`config.mk`:
```
export PLATFORM = sky130hd
export DESIGN_NAME = fpnew_hub_opgroup_out_arbiter
export DESIGN_NICKNAME = d
export VERILOG_FILES = /design/src/rtl/fpnew_pkg.sv /design/src/rtl/fpnew_hub_rr_grant.sv /design/src/rtl/fpnew_hub_opgroup_out_arbiter.sv
export SDC_FILE = /design/constraint.sdc
export NUM_CORES = 1
export LEC_CHECK = 0
export ABC_AREA = 1
export BUFFER_PORTS_ARGS = -buffer_cell sky130_fd_sc_hd__buf_2
export CAP_MARGIN = 30
export CORE_MARGIN = 2
export CORE_UTILIZATION = 47
export DETAILED_ROUTE_END_ITERATION = 8
export GPL_TIMING_DRIVEN = 1
export PLACE_DENSITY = 0.83
export SYNTH_ARGS = -nofsm -noshare
export SYNTH_HDL_FRONTEND = slang
export SYNTH_SLANG_ARGS = --single-unit
export TNS_END_PERCENT = 1
```
`constraint.sdc`:
```
create_clock -name clk_i -period 6 [get_ports clk_i]
set_input_delay 1.2 -clock clk_i [delete_from_list [all_inputs] [get_ports clk_i]]
set_output_delay 1.2 -clock clk_i [all_outputs]
set_load 0.1 [all_outputs]
```
`src/rtl/fpnew_pkg.sv`:
```
// Shared FPU types: format enumeration, IEEE status flags and HUB slice count.
package fpnew_pkg;

  // Number of floating-point formats handled by the FPU
  localparam int unsigned NUM_FP_FORMATS = 32'd5;

  // One HUB slice per floating-point format
  localparam int unsigned NUM_HUB_SLICES = NUM_FP_FORMATS;

  typedef enum logic [2:0] {
    FP32    = 3'd0,
    FP64    = 3'd1,
    FP16    = 3'd2,
    FP8     = 3'd3,
    FP16ALT = 3'd4
  } fp_format_e;

  // IEEE 754 exception flags: invalid, divide-by-zero, overflow, underflow, inexact
  typedef struct packed {
    logic NV;
    logic DZ;
    logic OF;
    logic UF;
    logic NX;
  } status_t;

  // Round-robin successor of idx in a ring of n entries (wraps n-1 -> 0)
  function automatic int unsigned rr_wrap_next(input int unsigned idx, input int unsigned n);
    int unsigned nxt;
    if (idx + 32'd1 >= n) begin
      nxt = 32'd0;
    end else begin
      nxt = idx + 32'd1;
    end
    return nxt;
  endfunction

endpackage

```
`src/rtl/fpnew_hub_rr_grant.sv`:
```
// Combinational round-robin grant: first requester at or after ptr, modulo N.
module fpnew_hub_rr_grant #(
  parameter  int unsigned N    = 32'd5,
  localparam int unsigned IdxW = (N > 32'd1) ? $clog2(N) : 32'd1
) (
  input  logic [N-1:0]    req,
  input  logic [IdxW-1:0] ptr,
  output logic [N-1:0]    gnt,
  output logic [IdxW-1:0] idx,
  output logic            any
);

  int unsigned     cand_s;
  logic [IdxW-1:0] cand_idx_s;
  logic            hit_s;

  // Scan the ring starting at ptr; the first requester seen wins
  always_comb begin
    idx        = '0;
    any        = 1'b0;
    cand_s     = 32'd0;
    cand_idx_s = '0;
    hit_s      = 1'b0;
    for (int unsigned k = 0; k < N; k++) begin
      cand_s     = (32'(ptr) + k) % N;
      cand_idx_s = IdxW'(cand_s);
      hit_s      = req[cand_idx_s] & ~any;
      idx        = hit_s ? cand_idx_s : idx;
      any        = any | req[cand_idx_s];
    end
  end

  // Expand the winning index to a one-hot grant, empty when nobody requests
  always_comb begin
    gnt      = '0;
    gnt[idx] = any;
  end

endmodule

```
`src/rtl/fpnew_hub_opgroup_out_arbiter.sv`:
```
// Collects HUB format-slice results through a round-robin arbiter into one
// registered result port. The pointer only moves past a slice after that slice
// has actually been loaded, so a stalled consumer never costs a slice its turn.
module fpnew_hub_opgroup_out_arbiter
  import fpnew_pkg::*;
#(
  parameter int unsigned NumSlices = NUM_HUB_SLICES,
  parameter int unsigned Width     = 32'd32,
  parameter type         TagType   = logic
) (
  input  logic                            clk_i,
  input  logic                            rst_ni,
  input  logic [NumSlices-1:0][Width-1:0] slice_result_i,
  input  status_t [NumSlices-1:0]         slice_status_i,
  input  logic [NumSlices-1:0]            slice_ext_bit_i,
  input  TagType [NumSlices-1:0]          slice_tag_i,
  input  logic [NumSlices-1:0]            slice_valid_i,
  output logic [NumSlices-1:0]            slice_ready_o,
  input  logic [NumSlices-1:0]            slice_busy_i,
  input  logic                            flush_i,
  output logic [Width-1:0]                result_o,
  output status_t                         status_o,
  output logic                            extension_bit_o,
  output TagType                          tag_o,
  output logic                            out_valid_o,
  input  logic                            out_ready_i,
  output logic                            busy_o
);

  localparam int unsigned IdxW = $clog2(NumSlices);

  logic [IdxW-1:0]      rr_ptr_r;
  logic [IdxW-1:0]      ptr_next_s;
  logic [NumSlices-1:0] gnt_s;
  logic [IdxW-1:0]      gnt_idx_s;
  logic                 gnt_any_s;
  logic                 accept_s;
  logic                 load_s;
  logic [Width-1:0]     sel_result_s;
  status_t              sel_status_s;
  logic                 sel_ext_bit_s;
  TagType               sel_tag_s;

  fpnew_hub_rr_grant #(
    .N (NumSlices)
  ) u_rr_grant (
    .req (slice_valid_i),
    .ptr (rr_ptr_r),
    .gnt (gnt_s),
    .idx (gnt_idx_s),
    .any (gnt_any_s)
  );

  // Handshake qualification: the register can take a result when empty or draining
  always_comb begin
    accept_s = ~out_valid_o | out_ready_i;
    load_s   = gnt_any_s & accept_s & ~flush_i;
    if (flush_i) begin
      slice_ready_o = '0;
    end else begin
      slice_ready_o = gnt_s & {NumSlices{accept_s}};
    end
  end

  // Field mux for the granted slice and the pointer value following it
  always_comb begin
    sel_result_s  = slice_result_i[gnt_idx_s];
    sel_status_s  = slice_status_i[gnt_idx_s];
    sel_ext_bit_s = slice_ext_bit_i[gnt_idx_s];
    sel_tag_s     = slice_tag_i[gnt_idx_s];
    ptr_next_s    = IdxW'(rr_wrap_next(32'(gnt_idx_s), NumSlices));
  end

  // Output register: flush beats load, load beats drain; data is kept on drain
  always_ff @(posedge clk_i or negedge rst_ni) begin
    if (!rst_ni) begin
      out_valid_o     <= 1'b0;
      result_o        <= '0;
      status_o        <= '0;
      extension_bit_o <= 1'b0;
      tag_o           <= '0;
    end else if (flush_i) begin
      out_valid_o <= 1'b0;
    end else if (load_s) begin
      out_valid_o     <= 1'b1;
      result_o        <= sel_result_s;
      status_o        <= sel_status_s;
      extension_bit_o <= sel_ext_bit_s;
      tag_o           <= sel_tag_s;
    end else if (out_valid_o & out_ready_i) begin
      out_valid_o <= 1'b0;
    end else begin
      out_valid_o <= out_valid_o;
    end
  end

  // Round-robin pointer advances past a slice only when that slice is loaded
  always_ff @(posedge clk_i or negedge rst_ni) begin
    if (!rst_ni) begin
      rr_ptr_r <= '0;
    end else if (load_s) begin
      rr_ptr_r <= ptr_next_s;
    end else begin
      rr_ptr_r <= rr_ptr_r;
    end
  end

  // Busy covers in-flight slice work and a result still waiting in the register
  always_comb begin
    busy_o = out_valid_o | (|slice_busy_i);
  end

endmodule

```
==> results summary, run 1 <==
The run finished with clean final reports. The worst hold path belongs to the class reg2reg. The share of the synthesized area in the top cell type came out at 33.5%.

The maximum achievable frequency is 179 MHz. The highest net fanout along the worst path is 12. The async set-reset flop share out of synthesis came out at 100%. The layout net count is 1336. The number of cells produced by synthesis is 874.

The via count of the routed design came out at 6249. The critical path goes through inv_2, ha_1, nand2_1, nand3_1, xor2_1, inv_1, ha_1, inv_1, or2_1, nand3_2, nand2_2, o21ai_0, nand3_1, nand2_1, nand2_1, nand2_2, nand3_1, o21ai_1, nand3_2, nor2_2, inv_2, a21oi_1, buf_12. The per-instance average area after synthesis came out at 5.52 um^2.

The cell count after placement came out at between 1k and 1.5k. After detailed routing, the average wire length per cell comes to 13.5 um. nand2_1 is the most common cell in the netlist. The final wirelength came out at 16.7 mm.

The number of warnings printed during yosys synthesis came out at 0. The wire length of the first global-routing pass came out at 26.5 mm. The worst slew slack as a fraction of its limit is 48.0%.

The area growth from synthesis to layout is 31.8%. The number of distinct library cell variants in the gate-level netlist after synthesis is 32. The required time of the critical path came out at 4.80 ns. In this run the clock root is driven by a clkbuf_8. The final cell utilization of the core came out at 64.5%. The critical setup path kind is reg2out.

The data arrival time of the worst path is 4.38 ns. The leading area contributor after synthesis is nand2_1. The count of pins over their slew limit came out at 0. The hold violation total from the final report is 0.

The first detailed-routing pass took 6 iterations. The post-synthesis register bit count came out at 43. After routing the design area is 6360 um^2. The clock tree from TritonCTS is done. For this run, the slowest stage of the critical path takes 0.61 ns. The repair_antennas step left the layout with diodes totalling 0. The number of antenna violations at the first check in global routing is 0. The per-cell via count in the routed design is about 5.0.

The initial core utilization is 48.9%. The count of buffers inserted at the top-level ports is 254. The number of DRC markers in iteration 0 came out at 412. The post-CTS setup buffer count came out at 0. The number of global-route vias before repair came out at 5698. The clock transition at the registers of the reported paths came out at roughly 0.09 ns. The number of enable-type register cells in the synthesized netlist is 0. The post-route clock skew came out at 0.0169 ns. 255 I/O pins were placed. The fraction of final layout cells with drive strength greater than 1 came out at between 20% and 30%. The overall global routing resource usage is 29.1%. The nature of the critical path startpoint is a flip-flop. The critical path's slowest cell is dfrtp_1.

The number of clock buffers added by TritonCTS is 5. After synthesis, flip-flops and latches occupy approximately 22% of the total area. The H-tree was split into 2 levels.

The maximum count of clock buffers along a single path came out at 2. The number of hold-repair buffers added at the cts stage is 0. For the finished layout, the period the worst path requires is 5.58 ns. The count of antenna-violating nets left after detailed routing came out at 0. The post-placement cell area is 6240 um^2.

The HPWL after detailed placement came out at 12.9 mm. For the pin with the worst max-slew slack, the measured transition is ~0.78 ns. The final period utilization came out at 93.0%. Entering global routing, the biggest net connects 79 pins. The DRC violation count after routing is 0.

Ranked by total cell area, the synthesized netlist is headed by nand2_1 (34%), dfrtp_1 (22%), nand3_1 (11%). The final number of setup-violating endpoints is 0. The number of maximum-capacitance constraint violations is 0. The worst-skew pair later-pin latency is 0.31 ns. Among all flip-flop cells after synthesis, the most frequent one is dfrtp_1. The number of nets in the synthesized netlist is 1103. From bottom edge to top edge, the die measures roughly 110 um. STA classifies the critical path endpoint as a primary output.

The core area came out at 9860 um^2. The area enclosed by the die boundary is 11100 um^2. Once layout is complete, the cells apart from fillers number 1241. Ranked by instance count, the synthesized netlist is headed by nand2_1 (431), nand3_1 (108), inv_1 (95).

The post-synthesis cell area came out at 4830 um^2. The chip width came out at approximately 110 um. The floorplan has 36 rows. The residual overflow from global routing came out at 0. The number of sinks handled by clock tree synthesis came out at 43. The routability congestion estimate came out at 0.973.
[area by class of cell]
| type | count | area [um^2] |
|---|---|---|
| inverters | 108 | 408 |
| repair buffers | 265 | 1450 |
| clock buffers | 5 | 68.8 |
| well taps | 133 | 166 |
| clock inverters | 3 | 23.8 |
| flip-flops and latches | 43 | 1080 |
| multi-input cells | 684 | 3170 |
| fillers | 1019 | 3500 |
[cell usage in the layout, fill, tap and decap left out, types with 9 or more instances in the layout]
| cell type | Yosys | routed |
|---|---|---|
| buf_2 | 24 | 249 |
| ha_1 | 20 | 20 |
| nor2_1 | 13 | 13 |
| nand2_2 | 9 | 9 |
| inv_2 | 11 | 10 |
| inv_1 | 95 | 95 |
| dfrtp_1 | 43 | 42 |
| a21oi_1 | 48 | 47 |
| nand4_1 | 11 | 11 |
| buf_4 | 5 | 10 |
| nand2_1 | 431 | 431 |
| o21ai_1 | 11 | 11 |
| nand3_1 | 108 | 107 |
[layer usage]
| layer | global-route usage (%) | routed length [um] | up-vias | part of all wire [%] |
|---|---|---|---|---|
| met5 | 0 | 0 | - | 0 |
| met4 | 10.3 | 511 | 0 | 3.1 |
| met3 | 4.27 | 1300 | 38 | 7.8 |
| met2 | 50.7 | 8240 | 284 | 49 |
| met1 | 36.3 | 6650 | 2740 | 40 |
| li1 | - | - | 3187 | - |
[flip-flops by register name (all words and copies together) (netlist names)]
register / cells
result_o: 32
status_o: 5
rr_ptr_r: 3
extension_bit_o: 1
out_valid_o: 1
tag_o: 1
[worst paths after layout]
check	slack (ns)	from	depth (start not counted)	end
hold / removal	0.48	result_o[16]$_DFFE_PN0P_	2	result_o[16]$_DFFE_PN0P_
setup reg to reg	1.11	rr_ptr_r[1]$_DFFE_PN0P_	29	rr_ptr_r[1]$_DFFE_PN0P_
setup / recovery	0.42	rr_ptr_r[2]$_DFFE_PN0P_	23	slice_ready_o[4]
hold reg to reg	0.48	result_o[16]$_DFFE_PN0P_	2	result_o[16]$_DFFE_PN0P_
max in group asynchronous	4.59	rst_ni	2	rr_ptr_r[1]$_DFFE_PN0P_
min in group asynchronous	0.89	rst_ni	1	result_o[18]$_DFFE_PN0P_
[timing repair]
item / 4_1_cts / 5_1_grt
resized for setup: 0 / 6
hold endpoints to repair: 0 / 0
setup endpoints to repair: 0 / 5
[worst max-delay path: cells and delay by family, from the launching register on]
kind	cells	cell delay [ns]
adders and majority gates	2	0.51
DFF	1	0.61
xor gates and xnor gates	1	0.15
buffers and inverters	5	0.53
and+or+nand+nor	12	1.46
AOI/OAI and AO/OA	3	0.82
[cells by family (layout without fill, tap and decap cells)]
| logic type | count (synthesis) | count (layout) | synth area share [%] |
|---|---|---|---|
| and+or+nand+nor | 587 | 587 | 50.8 |
| xor gates and xnor gates | 5 | 5 | 0.907 |
| AOI/OAI and AO/OA | 72 | 72 | 8.01 |
| buffers and inverters | 147 | 381 | 12.8 |
| adders and majority gates | 20 | 20 | 5.19 |
| DFF | 43 | 43 | 22.3 |
[per-stage QoR]
| stage | hold slack [ns] | setup slack, ns | setup TNS, ns |
|---|---|---|---|
| finish | 0.482 | 0.418 | 0 |
| global route | 0.507 | -0.00676 | -0.00676 |
| CTS | 0.485 | 0.174 | 0 |
| detailed placement | 0.460 | 0.526 | 0 |
| global placement | 0.458 | 0.628 | 0 |
| floorplan | 0.613 | -0.758 | -1.05 |
Power of run 1 is left out: the tool's default activity adds up to more than one toggle a clock period on the data nets, which glitch-free logic cannot reach.
==> inputs of run 2 (changes only) <==
--- a/config.mk
+++ b/config.mk
@@ -13,6 +13,7 @@
 export DETAILED_ROUTE_END_ITERATION = 8
 export GPL_TIMING_DRIVEN = 1
 export PLACE_DENSITY = 0.83
+export SETUP_SLACK_MARGIN = 0.05
 export SYNTH_ARGS = -nofsm -noshare
 export SYNTH_HDL_FRONTEND = slang
 export SYNTH_SLANG_ARGS = --single-unit
==> constraint.sdc (replaced) <==
create_clock -name clk_i -period 6 [get_ports clk_i]
set_input_delay 1.5 -clock clk_i [delete_from_list [all_inputs] [get_ports clk_i]]
set_output_delay 1.5 -clock clk_i [all_outputs]
set_load 0.1 [all_outputs]
==> run 2 against run 1 <==
Critical path depth grew 5; routed wire length grew 1.8%; count of clock-buffer cells in the layout grew 1; flip-flop and latch count is the same; setup slack lost 0.091 ns; first-iteration DRC count shrank 17%; largest cell class unchanged; highest routed layer unchanged.
==> results summary, run 2 (same netlist as run 1, synthesis figures left out) <==
The number of antenna violations at the first check in global routing came out at 3. The overall global routing resource usage is 30.0%. The first TritonRoute pass finished after 6 iterations. The number of cells traversed by the worst register-to-register path came out at 29.

The first global-routing pass estimated 27.2 mm of wire. The number of maximum-capacitance constraint violations is 0. The final period utilization is 94.6%.

result_o holds more flip-flops than any other register. The detailed router placed around 6.2k vias in this run. Of the cells placed in the final design, the portion with a size suffix greater than 1 is 29.4%. The chip width is 105 um. Setup repair after global routing could not meet its margin everywhere. In the final design database the tool counted 1342 nets. The DRC violation count after routing came out at 0. The flow ran to the end, and the final reports show no timing, DRC or antenna violations.

The area enclosed by the die boundary is 11100 um^2. The worst setup path is launched from a flip-flop. The count of pins over their slew limit came out at 0. The clock transition at the registers of the reported paths came out at 0.09 ns. The final instance area is 6440 um^2. The maximum number of pins on one net before global-route repair is slightly below 80. The layout filler cell count came out at 997.

The worst-skew pair later-pin latency is about 0.30 ns. The final-layout setup total negative slack came out at 0 ns. The per-cell via count in the routed design is 4.99. The library cell used most frequently in the layout, excluding fill and tap cells, is nand2_1.

The floorplan die height came out at approximately 110 um. Counting stages on the worst path, the most repeated cell is nand2_1. In this run the cell area measured after placement is 6260 um^2.

The routability congestion estimate is 0.970. Counting instances, the worst hold path has a depth of 2. The number of global-route vias before repair was 5762. The launch point of the worst path is rr_ptr_r[1]$_DFFE_PN0P_.

In the layout the commonest cells are nand2_1 (427), buf_2 (249), nand3_1 (106), inv_1 (95), a21oi_1 (46). The critical register-to-register path startpoint is rr_ptr_r[1]$_DFFE_PN0P_. The register with the most flip-flops in the layout has 32 of them.

The worst hold path class is reg2reg. In the final layout, the registers with the most flip-flops are result_o: 32 flops, status_o: 5 flops, rr_ptr_r: 3 flops. CTS placed an instance of clkbuf_8 at the clock tree root. The endpoint identified for the worst register-to-register timing path is rr_ptr_r[0]$_DFFE_PN0P_.

Timing would allow up to 176 MHz. The core area is 9860 um^2. The clock passes through at most 2 buffers. After detailed routing, the average wire length per cell comes to approximately 14 um. The number of ports placed on the die boundary is 255. The final number of setup-violating endpoints is 0. The worst slew slack as a fraction of its limit is 45.8%. The maximum single-stage delay on the critical path is 0.48 ns. Wires add up to ~17 mm. The startpoint identified for the worst hold timing path is result_o[22]$_DFFE_PN0P_. Once detail routing completed, the nets flagged for antenna violations numbered 0. The post-route clock skew is 0.00796 ns. Summed over all layers, the global routing overflow is 0. The worst setup path is of the reg2out kind. The clock drives 43 sinks. The slack of the worst reg-to-reg path came out at roughly 1.3 ns.

The routed design could run at a clock period as short as 5.67 ns. The clock tree synthesis step divided the H-tree into 2 levels. The hold violation total from the final report came out at 0. The transition time of the tightest slew-check pin is 0.813 ns. The kind of end point of the critical path is a primary output.

For hold timing, the worst endpoint is result_o[22]$_DFFE_PN0P_. The slowest stage of the critical path belongs to the cell dfrtp_2. The area growth from synthesis to layout is 33.5%. The count of buffers inserted at the top-level ports is ~250. The initial core utilization is 48.9%.

The wire-length estimate of the detail-placed layout is 12.8 mm. The number of DRC markers in iteration 0 came out at 341. The required time of the critical path is around 4.5 ns. Row generation in the floorplan step produced 36 rows.

The clock buffer count from CTS came out at 5. At the worst endpoint, the arrival time is 4.17 ns. The highest net fanout along the worst path came out at 8. The clock tree from TritonCTS is done.
==> run 2: what timing repair did <==
action | CTS | global route
buffers inserted | 0 | 5
resized for setup | 0 | 16
hold buffers | 0 | 0
endpoints found under the setup margin | 0 | 5
==> run 2: area by class of cell <==
cell class | count | area [um^2] | share of cell area (%)
Inverter | 108 | 412 | 6.39
Clock buffer | 6 | 72.6 | 1.13
Antenna cell | 3 | 7.51 | 0.117
Tap cell | 133 | 166 | 2.58
Timing Repair Buffer | 271 | 1490 | 23.1
Sequential cell | 43 | 1080 | 16.7
Clock inverter | 2 | 12.5 | 0.194
Multi-Input combinational cell | 684 | 3210 | 49.8
==> run 2: metrics by stage <==
stage	hold slack [ns]	util (%)	std cells	setup WS [ns]
after global routing	0.495	65.3	1250	-0.0649
after floorplan	0.613	-	874	-0.376
after global placement	0.458	63.2	1233	0.629
after detailed placement	0.460	63.4	1234	0.478
after CTS	0.483	64.3	1242	0.138
final	0.479	65.3	1250	0.327
==> run 2: layer usage <==
layer	wire (um)	track usage (%)	share of wire, %	vias up
met4	280	7.43	1.6	0
li1	-	-	-	3193
met3	1280	4.82	7.5	20
met2	8330	51.2	49	268
met1	7110	39.4	42	2758
met5	0	0	0	-
==> run 2: worst max-delay path: cells and delay by family, from the launching register on <==
family / cells / cell delay (ns)
simple gates: 15 / 1.57
buf+inv: 7 / 0.66
compound gates: 1 / 0.12
flops: 1 / 0.48
xor+xnor: 1 / 0.20
fa+ha+maj: 4 / 0.85
==> run 2: worst max path at each step <==
| stage | depth (start not counted) | endpoint |
|---|---|---|
| after floorplan | 29 | slice_ready_o[0] |
| after global placement | 24 | slice_ready_o[1] |
| after detailed placement | 24 | slice_ready_o[3] |
| after CTS | 26 | slice_ready_o[3] |
| after global routing | 28 | slice_ready_o[1] |
| final | 28 | slice_ready_o[1] |
Power of run 2 is left out for the same reason.
